<file path="config.mk">
export PLATFORM = sky130hd
export DESIGN_NAME = fetch_queue
export DESIGN_NICKNAME = d
export VERILOG_FILES = /design/src/rtl/fetch_queue.sv
export SDC_FILE = /design/constraint.sdc
export NUM_CORES = 1
export LEC_CHECK = 0
export BUFFER_PORTS_ARGS = -buffer_cell sky130_fd_sc_hd__buf_4
export CORE_UTILIZATION = 30
export DETAILED_ROUTE_END_ITERATION = 12
export GPL_ROUTABILITY_DRIVEN = 1
export PLACE_DENSITY = 0.58
export SLEW_MARGIN = 15
export SYNTH_ARGS = -nofsm -noshare
export SYNTH_HDL_FRONTEND = slang
export SYNTH_SLANG_ARGS = --single-unit
</file>
<file path="constraint.sdc">
create_clock -name clk -period 3.25 [get_ports clk]
set_input_delay 0.325 -clock clk [delete_from_list [all_inputs] [get_ports clk]]
set_output_delay 0.325 -clock clk [all_outputs]
set_load 0.02 [all_outputs]
</file>
<file path="src/rtl/fetch_queue.sv">
// fetch_queue: in-order IF->ID decoupling queue for fetched {pc, inst} pairs,
// with a flush that discards every buffered entry.
// Latency: one cycle. A pair accepted on edge N is visible on out_* in cycle N+1.
// Backpressure: in_ready is low only when full. It is taken from registered count alone,
// so a same-cycle dequeue never reopens a full queue.
//
// Ports:
//   clk, rst (async, active-low)   clock and reset
//   flush                          drop all buffered and incoming pairs
//   in_valid/in_ready, in_pc/in_inst     IF side; IF stalls its PC on !in_ready
//   out_valid/out_ready, out_pc/out_inst ID side; out_pc/out_inst read 0 (a NOP) when empty
//   out_adel                       head PC misaligned (only with FETCH_QUEUE_ADEL_EN)
//
// Optional feature macro: FETCH_QUEUE_ADEL_EN adds a per-entry misaligned-PC flag.
// A flagged entry stores inst = 0.
module fetch_queue #(
  parameter int DEPTH  = 2,
  parameter int ADDR_W = 32,
  parameter int DATA_W = 32
) (
  input  logic              clk,
  input  logic              rst,
  input  logic              flush,
  input  logic              in_valid,
  input  logic [ADDR_W-1:0] in_pc,
  input  logic [DATA_W-1:0] in_inst,
  output logic              in_ready,
  output logic              out_valid,
  output logic [ADDR_W-1:0] out_pc,
  output logic [DATA_W-1:0] out_inst,
  input  logic              out_ready
`ifdef FETCH_QUEUE_ADEL_EN
  ,
  output logic              out_adel
`endif
);

  localparam int PTR_W = (DEPTH > 1) ? $clog2(DEPTH) : 1;
  localparam logic [PTR_W:0] FULL_CNT = (PTR_W + 1)'(DEPTH);

  typedef enum logic [1:0] {
    OCC_EMPTY,
    OCC_PARTIAL,
    OCC_FULL
  } occ_t;

  logic [ADDR_W-1:0] pc_mem   [DEPTH];
  logic [DATA_W-1:0] inst_mem [DEPTH];
  logic [PTR_W-1:0]  wr_ptr;
  logic [PTR_W-1:0]  rd_ptr;
  logic [PTR_W:0]    count;
  occ_t              occ;

  logic              enq;
  logic              deq;
  logic [DATA_W-1:0] wr_inst;

  // Occupancy is decoded from the registered count only. This keeps in_ready free of
  // any combinational path from out_ready or in_*.
  always_comb begin
    occ = OCC_PARTIAL;
    if (count == '0) begin
      occ = OCC_EMPTY;
    end else if (count == FULL_CNT) begin
      occ = OCC_FULL;
    end
  end

  assign in_ready  = (occ != OCC_FULL);
  assign out_valid = (occ != OCC_EMPTY);

  // Flush overrides both sides. A handshake during a flush cycle is neither an enqueue
  // nor a dequeue.
  assign enq = in_valid  && in_ready  && !flush;
  assign deq = out_valid && out_ready && !flush;

`ifdef FETCH_QUEUE_ADEL_EN
  logic [DEPTH-1:0] adel_mem;
  logic             in_adel;

  assign in_adel = (in_pc[1:0] != 2'b00);
  // A misaligned fetch must not present the ROM data to decode, so it is stored as a NOP.
  assign wr_inst = in_adel ? '0 : in_inst;

  always_ff @(posedge clk or negedge rst) begin
    if (!rst) begin
      adel_mem <= '0;
    end else if (enq) begin
      adel_mem[wr_ptr] <= in_adel;
    end
  end

  assign out_adel = out_valid && adel_mem[rd_ptr];
`else
  assign wr_inst = in_inst;
`endif

  // Entry storage. Flush does not clear the entries; they go stale behind out_valid=0.
  always_ff @(posedge clk or negedge rst) begin
    if (!rst) begin
      for (int i = 0; i < DEPTH; i++) begin
        pc_mem[i]   <= '0;
        inst_mem[i] <= '0;
      end
    end else if (enq) begin
      pc_mem[wr_ptr]   <= in_pc;
      inst_mem[wr_ptr] <= wr_inst;
    end
  end

  // Pointers wrap through natural overflow because DEPTH is a power of two.
  always_ff @(posedge clk or negedge rst) begin
    if (!rst) begin
      wr_ptr <= '0;
      rd_ptr <= '0;
      count  <= '0;
    end else if (flush) begin
      wr_ptr <= '0;
      rd_ptr <= '0;
      count  <= '0;
    end else begin
      if (enq) begin
        wr_ptr <= wr_ptr + PTR_W'(1);
      end
      if (deq) begin
        rd_ptr <= rd_ptr + PTR_W'(1);
      end
      case ({enq, deq})
        2'b10:   count <= count + (PTR_W + 1)'(1);
        2'b01:   count <= count - (PTR_W + 1)'(1);
        default: count <= count;
      endcase
    end
  end

  // An empty queue presents a NOP so ID never sees stale data.
  assign out_pc   = out_valid ? pc_mem[rd_ptr]   : '0;
  assign out_inst = out_valid ? inst_mem[rd_ptr] : '0;

endmodule
</file>
==> metrics.csv, run 1 <==
stage,metric,value,unit
run_status,run_status,completed,
clock_tree,tritoncts_clock_tree,yes,
clock_tree,clk_latency,0.41,ns
finish,diodes,0,
min_path,hold_class,primary input to register,
pwr,net_switching,1.51,mW
sta,worst-slew-pin-transition,0.762,ns
sta,setup_repair_after_global_routing_missed_its_margin,false,
clock_tree,worst_path_clk_slew,0.06,ns
setup_path,critical_path_buf_inv_count,2,
sta,fin_crit_sh,75.1,%
finish,drive_gt1_share,52.3,%
synthesis,postSynthCellCount,437,
die,num_rows,51,
synthesis,ys.warnings.count,0,
sta,maxClockFrequency,410,MHz
sta,timing_hold_violations_final,0,
clock_tree,cts-htree-levels,4,
finish,sequential_cell_area,0.00331,mm²
pwr,total_leakage_power,3.58,nW
place,buffers_on_ports,134,
finish,layout.cell_area.non_filler,0.00797,mm²
clock_tree,clkSinkCount,132,
synthesis,netlist-cell-type-count,23,
setup_path,critPathSlowestCell,dfrtp_4,
synthesis,number_of_storage_elements_in_the_synthesis_netlist,132,
global_route,grt_max_degree,71,
global_route,grtUsageTotal,13.7,%
global_route,first_global_vias,4139,
clock_tree,cts_root_buffer,clkbuf_16,
finish,multiInputGateArea,0.00262,mm²
finish,finalNonFillerCells,848,
clock_tree,cts_resized,0,
pwr,clock_share_of_power,35.7,%
route,post_drt_via_cell_ratio,4.57,
route,ant_nets,0,
clock_tree,cts-buffers-inserted,17,
place,numPlacedInstances,815,
place,globalplace.congestion,0.731,
setup_path,worst-path-stages,4,
clock_tree,cts-root-to-sink-buffers,2,
finish,fillCellCount,1944,
setup_path,data_arrival_time_of_the_worst_path,2.12,ns
sta,clock-skew-final,0.00936,ns
die,fp.dieH,144,µm
setup_path,critical_path.max_stage_delay,0.81,ns
setup_path,rr_worst_depth,4,
die,chipWidth,144,µm
die,core_area,0.0197,mm²
pwr,power.internal,3.89,mW
pwr,irDropWorstVdd,0.311,mV
sta,timing.final.setup_violations,0,
place,postPlaceCellArea,0.00737,mm²
global_route,antenna_found_initial,0,
sta,relSlewSlack,49.2,%
setup_path,end_kind,output pin,
synthesis,synthesis.nets,506,
synthesis,sequential_element_share_of_the_synthesized_area,54.3,%
route,drt_drc_violations_left,0,
global_route,grt_first_pass_wirelength,21.6,mm
pwr,sequential_group_share_of_total_power,42.1,%
route,drt-initial-drc-count,108,
setup_path,critPathTopFamily,flip-flops,
die,ioPinCount,135,
sta,post-route-min-period,2.44,ns
pwr,p_comb_share,22.2,%
finish,finalNetCount,639,
setup_path,timing_worst_setup_path_type,register to output pin,
route,vias,3873,
global_route,grt.overflow.total,0,
route,drt_wl_total,13.5,mm
sta,timing.final.max_slew_violations,0,
setup_path,critPathMaxFanout,36,
sta,final.setup.tns,0,ns
finish,synthToLayoutAreaGrowth,31.0,%
setup_path,critical_path.cell_chain,"buf_12, mux2i_1, nor2_1, buf_4",
setup_path,timing.critical_path.from_type,register,
place,dp.final_hpwl,8.51,mm
synthesis,syn-mean-instance-area,13.9,µm²
route,drt-pass1-iter-count,4,
die,initial_util,31.0,%
flow_run,cap_violations,0,
setup_path,worst_ep_required_time,2.92,ns
min_path,min_delay_path_depth,2,
synthesis,post_synth_instance_area,0.00609,mm²
route,wl_per_cell,15.9,µm
pwr,swShare,27.9,%
pwr,power-per-cell-area,677,mW/mm²
die,fp.dieArea,0.0209,mm²
[layer usage]
metal	share of wire (%)	wire, µm	track usage [%]
met1	46	6160	17.1
met2	48	6530	22.2
met3	5.5	740	4.54
met4	0.72	97	4.16
met5	0	0	0
[synth_stat cells]
cell type / instances / area (µm²)
o211ai_1: 1 / 7.51
mux2i_1: 65 / 651
clkbuf_1: 7 / 26.3
xor2_1: 1 / 8.76
nor4_4: 1 / 21.3
mux2_4: 40 / 601
nand4b_1: 1 / 8.76
a21oi_1: 4 / 20.0
o21ai_0: 2 / 10.0
inv_1: 3 / 11.3
nor2_1: 66 / 248
and2b_2: 1 / 8.76
or2_2: 1 / 6.26
buf_6: 6 / 67.6
mux2_1: 1 / 11.3
dfrtp_1: 132 / 3300
buf_1: 2 / 7.51
nor3b_1: 1 / 7.51
nand3b_1: 1 / 7.51
or3_2: 1 / 7.51
mux2_2: 87 / 980
buf_2: 12 / 60.1
a21o_1: 1 / 7.51
[state kept, by name, summed over array words and instances, names as in the netlist]
name and count:
count 2, rd_ptr 1, wr_ptr 1, pc_mem 64
inst_mem 64
[final timing paths]
path / start / to / slack [ns]
hold reg to reg: inst_mem[48] / inst_mem[48] / 0.49
max in group asynchronous: rst / pc_mem[27] / 2.04
hold / removal: flush / count[0] / 0.12
setup / recovery: rd_ptr / out_pc[31] / 0.81
min in group asynchronous: rst / inst_mem[51] / 0.45
setup reg to reg: count[0] / inst_mem[43] / 1.29
[final cells by class]
class | instances | share of cell area, %
Inverter | 3 | 0.141
Sequential cell | 132 | 41.5
Clock inverter | 14 | 1.91
Multi-Input combinational cell | 275 | 32.9
Timing Repair Buffer | 141 | 13.9
Clock buffer | 18 | 5.51
Tap cell | 265 | 4.16
[metrics by stage]
stage,hold slack [ns],util [%],worst slack (ns),power (mW)
floorplan,0.0294,-,1.46,3.07
global placement,0.331,37.5,1.24,3.47
detailed placement,0.342,37.5,1.21,3.52
CTS,0.106,40.6,0.744,5.48
global route,0.109,40.6,0.672,5.69
finish,0.120,40.6,0.808,5.40
[cells in the final DEF, fill, tap and decap left out, types with 2 or more instances in the layout]
cell type / n
bufinv_16: 2
nor2_1: 65
inv_6: 4
clkbuf_16: 17
mux2_2: 87
buf_4: 136
mux2i_1: 65
buf_12: 4
dfrtp_1: 131
mux2_4: 40
a21oi_1: 4
o21ai_0: 2
clkinvlp_4: 4
clkinv_4: 2
inv_1: 3
clkinv_2: 2
[cell families (layout without fill, tap and decap cells)]
group | after synthesis | after routing | share of synthesized area, %
DFF | 132 | 132 | 54.3
muxes | 193 | 193 | 36.8
and+or+nand+nor | 73 | 73 | 5.18
buffers and inverters | 30 | 176 | 2.84
xor gates and xnor gates | 1 | 1 | 0.144
AOI/OAI and AO/OA | 8 | 8 | 0.740
[power by group through the flow]
stage                     Combinational [mW]  Clock, mW  Sequential [mW]
after floorplan                        0.857          0             2.21
after global placement                  1.19          0             2.28
after detailed placement                1.22          0             2.30
after CTS                               1.22       1.98             2.28
after global routing                    1.31       2.06             2.33
final                                   1.20       1.93             2.27
[repair_timing]
item                                   CTS  global route
setup buffers                            0             0
hold buffers                             1             0
setup endpoints to repair                0             0
endpoints found under the hold margin   39             0
Power figures use the tool's default switching activity.
==> inputs of run 2 (changes only) <==
- ABC_AREA: default -> 1
- clock period: 3.25 -> 2.4 ns (I/O delays scaled with it)
==> metrics.csv, run 2 <==
stage,metric,value,unit,change
clock_tree,worst_path_clk_slew,0.06,ns,about the same
run_status,run_status,completed,,unchanged
setup_path,worst_path_most_repeated_cell,buf_4,,
die,num_rows,51,,unchanged
clock_tree,cts-buffers-inserted,17,,unchanged
pwr,total_leakage_power,4.04,nW,was 3.58 nW
setup_path,end_kind,output pin,,unchanged
route,ant_nets,0,,unchanged
sta,timing_hold_violations_final,0,,unchanged
route,post_drt_via_cell_ratio,4.46,,was 4.57
sta,timing.final.setup_violations,0,,unchanged
sta,post-route-min-period,2.00,ns,
die,ioPinCount,135,,unchanged
route,met2_wirelength,6.81,mm,was 6.53 mm
setup_path,worst_ep_required_time,2.16,ns,was 2.92 ns
route,drt_wl_total,14.7,mm,was 13.5 mm
route,drt-initial-drc-count,308,,was 108
global_route,grt.overflow.total,0,,unchanged
sta,worst-slew-pin-transition,0.635,ns,was 0.762 ns
clock_tree,cts_resized,0,,unchanged
setup_path,critPathSlowestCell,dfrtp_2,,was dfrtp_4
place,dp.final_hpwl,8.83,mm,was 8.51 mm
sta,clock-skew-final,0.0104,ns,was 0.00936 ns
sta,maxClockFrequency,499,MHz,
setup_path,timing_worst_setup_path_type,register to output pin,,unchanged
clock_tree,cts_root_buffer,clkbuf_16,,unchanged
route,drt-met1-wl,6.85,mm,was 6.16 mm
synthesis,synthMostInstantiatedCell,nand2_1,,was dfrtp_1
setup_path,critical_path.cell_chain,"inv_2, buf_4, nand2_1, a21oi_1, buf_4",,"was buf_12, mux2i_1, nor2_1, buf_4"
setup_path,data_arrival_time_of_the_worst_path,1.76,ns,was 2.12 ns
clock_tree,clkSinkCount,132,,unchanged
route,vias,5008,,was 3873
clock_tree,cts-htree-levels,4,,unchanged
clock_tree,tritoncts_clock_tree,yes,,unchanged
die,chipWidth,145,µm,was 144 µm
finish,final_common_cell,nand2_1,,was buf_4
die,fp.dieArea,0.0210,mm²,was 0.0209 mm²
synthesis,synth.top_cells.by_area,"dfrtp_1 (54%), nand2_1 (17%), o21ai_2 (7.0%)",,"was dfrtp_1 (54%), mux2_2 (16%), mux2i_1 (11%)"
synthesis,yosysTopAreaCellShare,53.8,%,was 54.3%
global_route,antenna_found_initial,0,,unchanged
global_route,grtUsageTotal,15.0,%,was 13.7%
synthesis,yosys_most_used_dff,dfrtp_1,,unchanged
synthesis,syn-mean-instance-area,8.42,µm²,was 13.9 µm²
route,drt-pass1-iter-count,5,,was 4
place,globalplace.congestion,0.710,,was 0.731
finish,diodes,0,,unchanged
synthesis,synthesis.nets,798,,was 506
finish,finalNetCount,914,,was 639
sta,fin_crit_sh,83.5,%,
sta,setup_repair_after_global_routing_missed_its_margin,false,,unchanged
synthesis,synth-edff-count,0,,unchanged
finish,synthToLayoutAreaGrowth,30.1,%,was 31.0%
route,drt_drc_violations_left,0,,unchanged
synthesis,synth_area_leader_cell,dfrtp_1,,unchanged
finish,mostFrequentLayoutCells,"nand2_1 (270), buf_4 (138), dfrtp_1 (131)",,"was buf_4 (136), dfrtp_1 (131), mux2_2 (87)"
global_route,first_global_vias,4984,,was 4139
route,met3_wl_post_dr,853,µm,was 740 µm
pwr,power-per-cell-area,1280,mW/mm²,was 677 mW/mm²
global_route,grt_first_pass_wirelength,25.0,mm,was 21.6 mm
finish,fillCellCount,2036,,was 1944
clock_tree,cts-root-to-sink-buffers,2,,unchanged
synthesis,sequential_element_share_of_the_synthesized_area,53.8,%,was 54.3%
flow_run,cap_violations,0,,unchanged
setup_path,critical_path.max_stage_delay,0.42,ns,was 0.81 ns
synthesis,ys.warnings.count,0,,unchanged
die,fp.dieH,145,µm,was 144 µm
die,core_area,0.0198,mm²,was 0.0197 mm²
clock_tree,clk_latency,0.42,ns,was 0.41 ns
sta,relSlewSlack,57.7,%,was 49.2%
min_path,hold_class,primary input to register,,unchanged
global_route,grt_max_degree,85,,was 71
pwr,irDropWorstVdd,0.551,mV,was 0.311 mV
synthesis,post_synth_instance_area,0.00614,mm²,was 0.00609 mm²
route,maxUsedRoutingLayer,met4,,unchanged
sta,timing.final.max_slew_violations,0,,unchanged
setup_path,timing.critical_path.from_type,register,,unchanged
setup_path,critPathMaxFanout,34,,was 36
die,initial_util,31.0,%,about the same
synthesis,number_of_storage_elements_in_the_synthesis_netlist,132,,unchanged
place,numPlacedInstances,1090,,was 815
finish,drive_gt1_share,27.3,%,was 52.3%
finish,finalNonFillerCells,1123,,was 848
finish,largest_regs,"inst_mem x64, pc_mem x64, count x2",,unchanged
sta,final.setup.tns,0,ns,unchanged
place,buffers_on_ports,134,,unchanged
synthesis,synth-async-reset-ratio,100,%,unchanged
synthesis,netlist-cell-type-count,19,,was 23
synthesis,postSynthCellCount,729,,was 437
route,wl_per_cell,13.1,µm,was 15.9 µm
synthesis,synthTopCellsByCount,"nand2_1 (270), dfrtp_1 (132), inv_1 (70)",,"was dfrtp_1 (132), mux2_2 (87), nor2_1 (66)"
-- run 2: changes by cell type after synthesis, sizes merged, moves of 62 or more --
cell / change
a21oi: +62
inv: +69
mux2: -128
mux2i: -65
nand2: +273
nor2: -64
o21ai: +128
-- run 2: cells by family (layout without fill, tap and decap cells) --
family / Yosys count / in the layout / share of synthesized area [%]
simple gates: 280 / 280 / 17.9
compound gates: 196 / 196 / 19.0
buf+inv: 121 / 250 / 9.36
flops: 132 / 132 / 53.8
-- run 2: metal layers --
layer	vias to the layer above	track usage, %
met5	-	0
met4	0	4.63
li1	2538	-
met3	14	4.34
met2	122	25.0
met1	2334	18.7
-- run 2: what timing repair did --
action / CTS / global route
hold buffers: 1 / 0
setup buffers: 0 / 0
endpoints found under the hold margin: 64 / 0
-- run 2: final cells by class --
class                   instances  area (µm²)  area share [%]
flip-flops and latches        132        3300            41.4
multi-input cells             476        2270            28.4
repair buffers                146        1180            14.7
clock buffers                  20         457            5.72
well taps                     265         332            4.15
inverters                      72         270            3.38
clock inverters                12         178            2.22
-- run 2: power breakdown --
part	total [mW]	leakage [nW]	internal, mW	switching (mW)
combinational	3.87	2.09	1.51	2.36
clock	2.78	0.310	1.80	0.981
sequential	3.61	1.64	3.14	0.474
total	10.3	4.04	6.45	3.81
-- run 2: worst paths after layout --
check | to | from | slack [ns] | cells after the start
min | inst_mem[43] | in_inst[11] | 0.09 | 3
min reg2reg | pc_mem[55] | pc_mem[55] | 0.48 | 2
max reg2reg | pc_mem[37] | count[0] | 0.62 | 8
max | out_pc[23] | rd_ptr | 0.40 | 5
max in group asynchronous | inst_mem[1] | rst | 1.28 | 3
min in group asynchronous | pc_mem[16] | rst | 0.41 | 2
-- run 2: worst max-delay path, delay by kind of cell, from the launching register on --
family | cells | cell delay, ns
buffers and inverters | 3 | 0.59
AOI/OAI and AO/OA | 1 | 0.21
DFF | 1 | 0.42
and+or+nand+nor | 1 | 0.09
-- run 2: through the flow --
| stage | cell area (µm²) | setup slack (ns) | util (%) | power, mW | hold slack, ns |
|---|---|---|---|---|---|
| 3_3_place_gp | 7340 | 0.668 | 37.1 | 7.52 | 0.287 |
| 3_5_place_dp | 7340 | 0.631 | 37.1 | 7.57 | 0.291 |
| 5_1_grt | 7990 | 0.278 | 40.4 | 11.0 | 0.0735 |
| 2_1_floorplan | 6140 | 0.869 | - | 6.10 | -0.0556 |
| 6_report | 7990 | 0.396 | 40.4 | 10.3 | 0.0850 |
| 4_1_cts | 7990 | 0.358 | 40.4 | 10.4 | 0.0670 |
==> inputs of run 3 (changes only) <==
- clock period: 2.4 -> 2.1 ns (I/O delays scaled with it)
==> metrics.csv, run 3 (synthesis results as in run 2) <==
stage,metric,value,unit,change
clock_tree,tritoncts_clock_tree,yes,,unchanged
clock_tree,worst_path_clk_slew,0.06,ns,about the same
global_route,grt.overflow.total,0,,unchanged
clock_tree,cts-hold-fix-buffers,1,,unchanged
finish,mostFrequentLayoutCells,"nand2_1 (270), buf_4 (143), dfrtp_1 (131)",,"was nand2_1 (270), buf_4 (138), dfrtp_1 (131)"
route,wl_per_cell,12.8,µm,was 13.1 µm
global_route,grt_use_met3,5.03,%,was 4.34%
global_route,first_global_vias,4928,,was 4984
place,dp.final_hpwl,9.24,mm,was 8.83 mm
clock_tree,cts_resized,0,,unchanged
sta,worst-slew-pin-transition,0.534,ns,was 0.635 ns
sta,maxClockFrequency,518,MHz,
run_status,run_status,completed,,unchanged
route,post_drt_via_cell_ratio,4.36,,was 4.46
sta,relSlewSlack,64.4,%,was 57.7%
route,drt-initial-drc-count,286,,was 308
finish,synthToLayoutAreaGrowth,31.2,%,was 30.1%
sta,holdWs,0.0657,ns,was 0.0850 ns
finish,multiInputGateArea,0.00227,mm²,unchanged
die,chipWidth,145,µm,unchanged
clock_tree,clkSinkCount,132,,unchanged
global_route,grt_most_used_layer,met2,,unchanged
sta,final.setup.tns,0,ns,unchanged
clock_tree,clk_latency,0.40,ns,was 0.42 ns
pwr,total_leakage_power,4.08,nW,was 4.04 nW
global_route,use_met1,19.6,%,was 18.7%
setup_path,timing.critical_path.from_type,register,,unchanged
setup_path,timing_worst_setup_path_type,register to output pin,,unchanged
sta,timing.final.setup_violations,0,,unchanged
setup_path,data_arrival_time_of_the_worst_path,1.72,ns,was 1.76 ns
sta,setup_repair_after_global_routing_missed_its_margin,false,,unchanged
route,drt_wl_total,14.5,mm,was 14.7 mm
finish,drive_gt1_share,27.5,%,was 27.3%
sta,timing_hold_violations_final,0,,unchanged
pwr,power-per-cell-area,1460,mW/mm²,was 1280 mW/mm²
flow_run,cap_violations,0,,unchanged
clock_tree,cts-root-to-sink-buffers,2,,unchanged
finish,diodes,0,,unchanged
place,buffers_on_ports,134,,unchanged
clock_tree,cts-buffers-inserted,17,,unchanged
finish,fillCellCount,2076,,was 2036
finish,fin_util,40.7,%,was 40.4%
setup_path,end_kind,output pin,,unchanged
finish,final_common_cell,nand2_1,,unchanged
global_route,grtUsageTotal,14.9,%,was 15.0%
clock_tree,cts_root_buffer,clkbuf_16,,unchanged
clock_tree,cts.repair_timing.setup_buffer_count,0,,unchanged
sta,fin_crit_sh,92.0,%,
die,core_area,0.0198,mm²,unchanged
route,drt_drc_violations_left,0,,unchanged
sta,timing.final.max_slew_violations,0,,unchanged
die,initial_util,31.0,%,unchanged
pwr,irDropWorstVdd,0.839,mV,was 0.551 mV
clock_tree,cts-htree-levels,4,,unchanged
die,ioPinCount,135,,unchanged
global_route,grt_first_pass_wirelength,25.1,mm,was 25.0 mm
sta,post-route-min-period,1.93,ns,
die,fp.dieArea,0.0210,mm²,unchanged
route,vias,4922,,was 5008
route,ant_nets,0,,unchanged
setup_path,worst_ep_required_time,1.89,ns,was 2.16 ns
die,fp.dieH,145,µm,unchanged
finish,largest_regs,"inst_mem x64, pc_mem x64, count x2",,unchanged
global_route,groute.layer.met2.usage,23.5,%,was 25.0%
min_path,hold_class,primary input to register,,unchanged
die,num_rows,51,,unchanged
setup_path,critPathMaxFanout,36,,was 34
global_route,grt_max_degree,95,,was 85
sta,clock-skew-final,0.00972,ns,was 0.0104 ns
finish,sequential_cell_area,0.00330,mm²,unchanged
finish,finalNetCount,920,,was 914
place,globalplace.congestion,0.714,,was 0.710
route,drt-pass1-iter-count,4,,was 5
global_route,antenna_found_initial,0,,unchanged
run 3: final timing paths:
| path | from | endpoint | slack, ns | cells after the start |
|---|---|---|---|---|
| setup reg to reg | count[0] | inst_mem[45] | 0.44 | 8 |
| min in group asynchronous | rst | pc_mem[14] | 0.34 | 2 |
| hold / removal | in_inst[11] | inst_mem[43] | 0.07 | 3 |
| setup / recovery | count[1] | out_pc[11] | 0.17 | 4 |
| hold reg to reg | inst_mem[56] | inst_mem[56] | 0.48 | 2 |
| max in group asynchronous | rst | pc_mem[62] | 1.12 | 3 |
run 3: layer usage:
metal | up-vias | part of all wire, %
met1 | 2268 | 48
li1 | 2542 | -
met5 | - | 0
met2 | 104 | 46
met3 | 8 | 5.5
met4 | 0 | 0.70
run 3: through the flow:
step / area [µm²] / setup WS (ns) / cells / total power [mW]
2_1_floorplan: 6140 / 0.599 / 729 / 6.97
3_3_place_gp: 7400 / 0.452 / 1096 / 8.60
3_5_place_dp: 7400 / 0.420 / 1096 / 8.65
4_1_cts: 8050 / 0.105 / 1129 / 12.0
5_1_grt: 8050 / 0.0262 / 1129 / 12.7
6_report: 8050 / 0.169 / 1129 / 11.8
run 3: critical path: stages, from the launching register on:
cell and delay [ns]:
dfrtp_1 0.45, nor2_4 0.13, buf_4 0.40, a21oi_1 0.13
buf_4 0.19
run 3: area by class of cell:
| class | instances | area share [%] |
|---|---|---|
| clock buffer | 22 | 5.77 |
| clock inverter | 10 | 2.21 |
| inverter | 72 | 3.36 |
| multi-input combinational | 476 | 28.2 |
| sequential | 132 | 41.0 |
| tap | 265 | 4.12 |
| timing repair buffer | 152 | 15.3 |
run 3: report_power, final:
part,internal (mW),total (mW),switching (mW)
combinational,1.75,4.42,2.68
clock,2.16,3.24,1.07
sequential,3.58,4.12,0.540
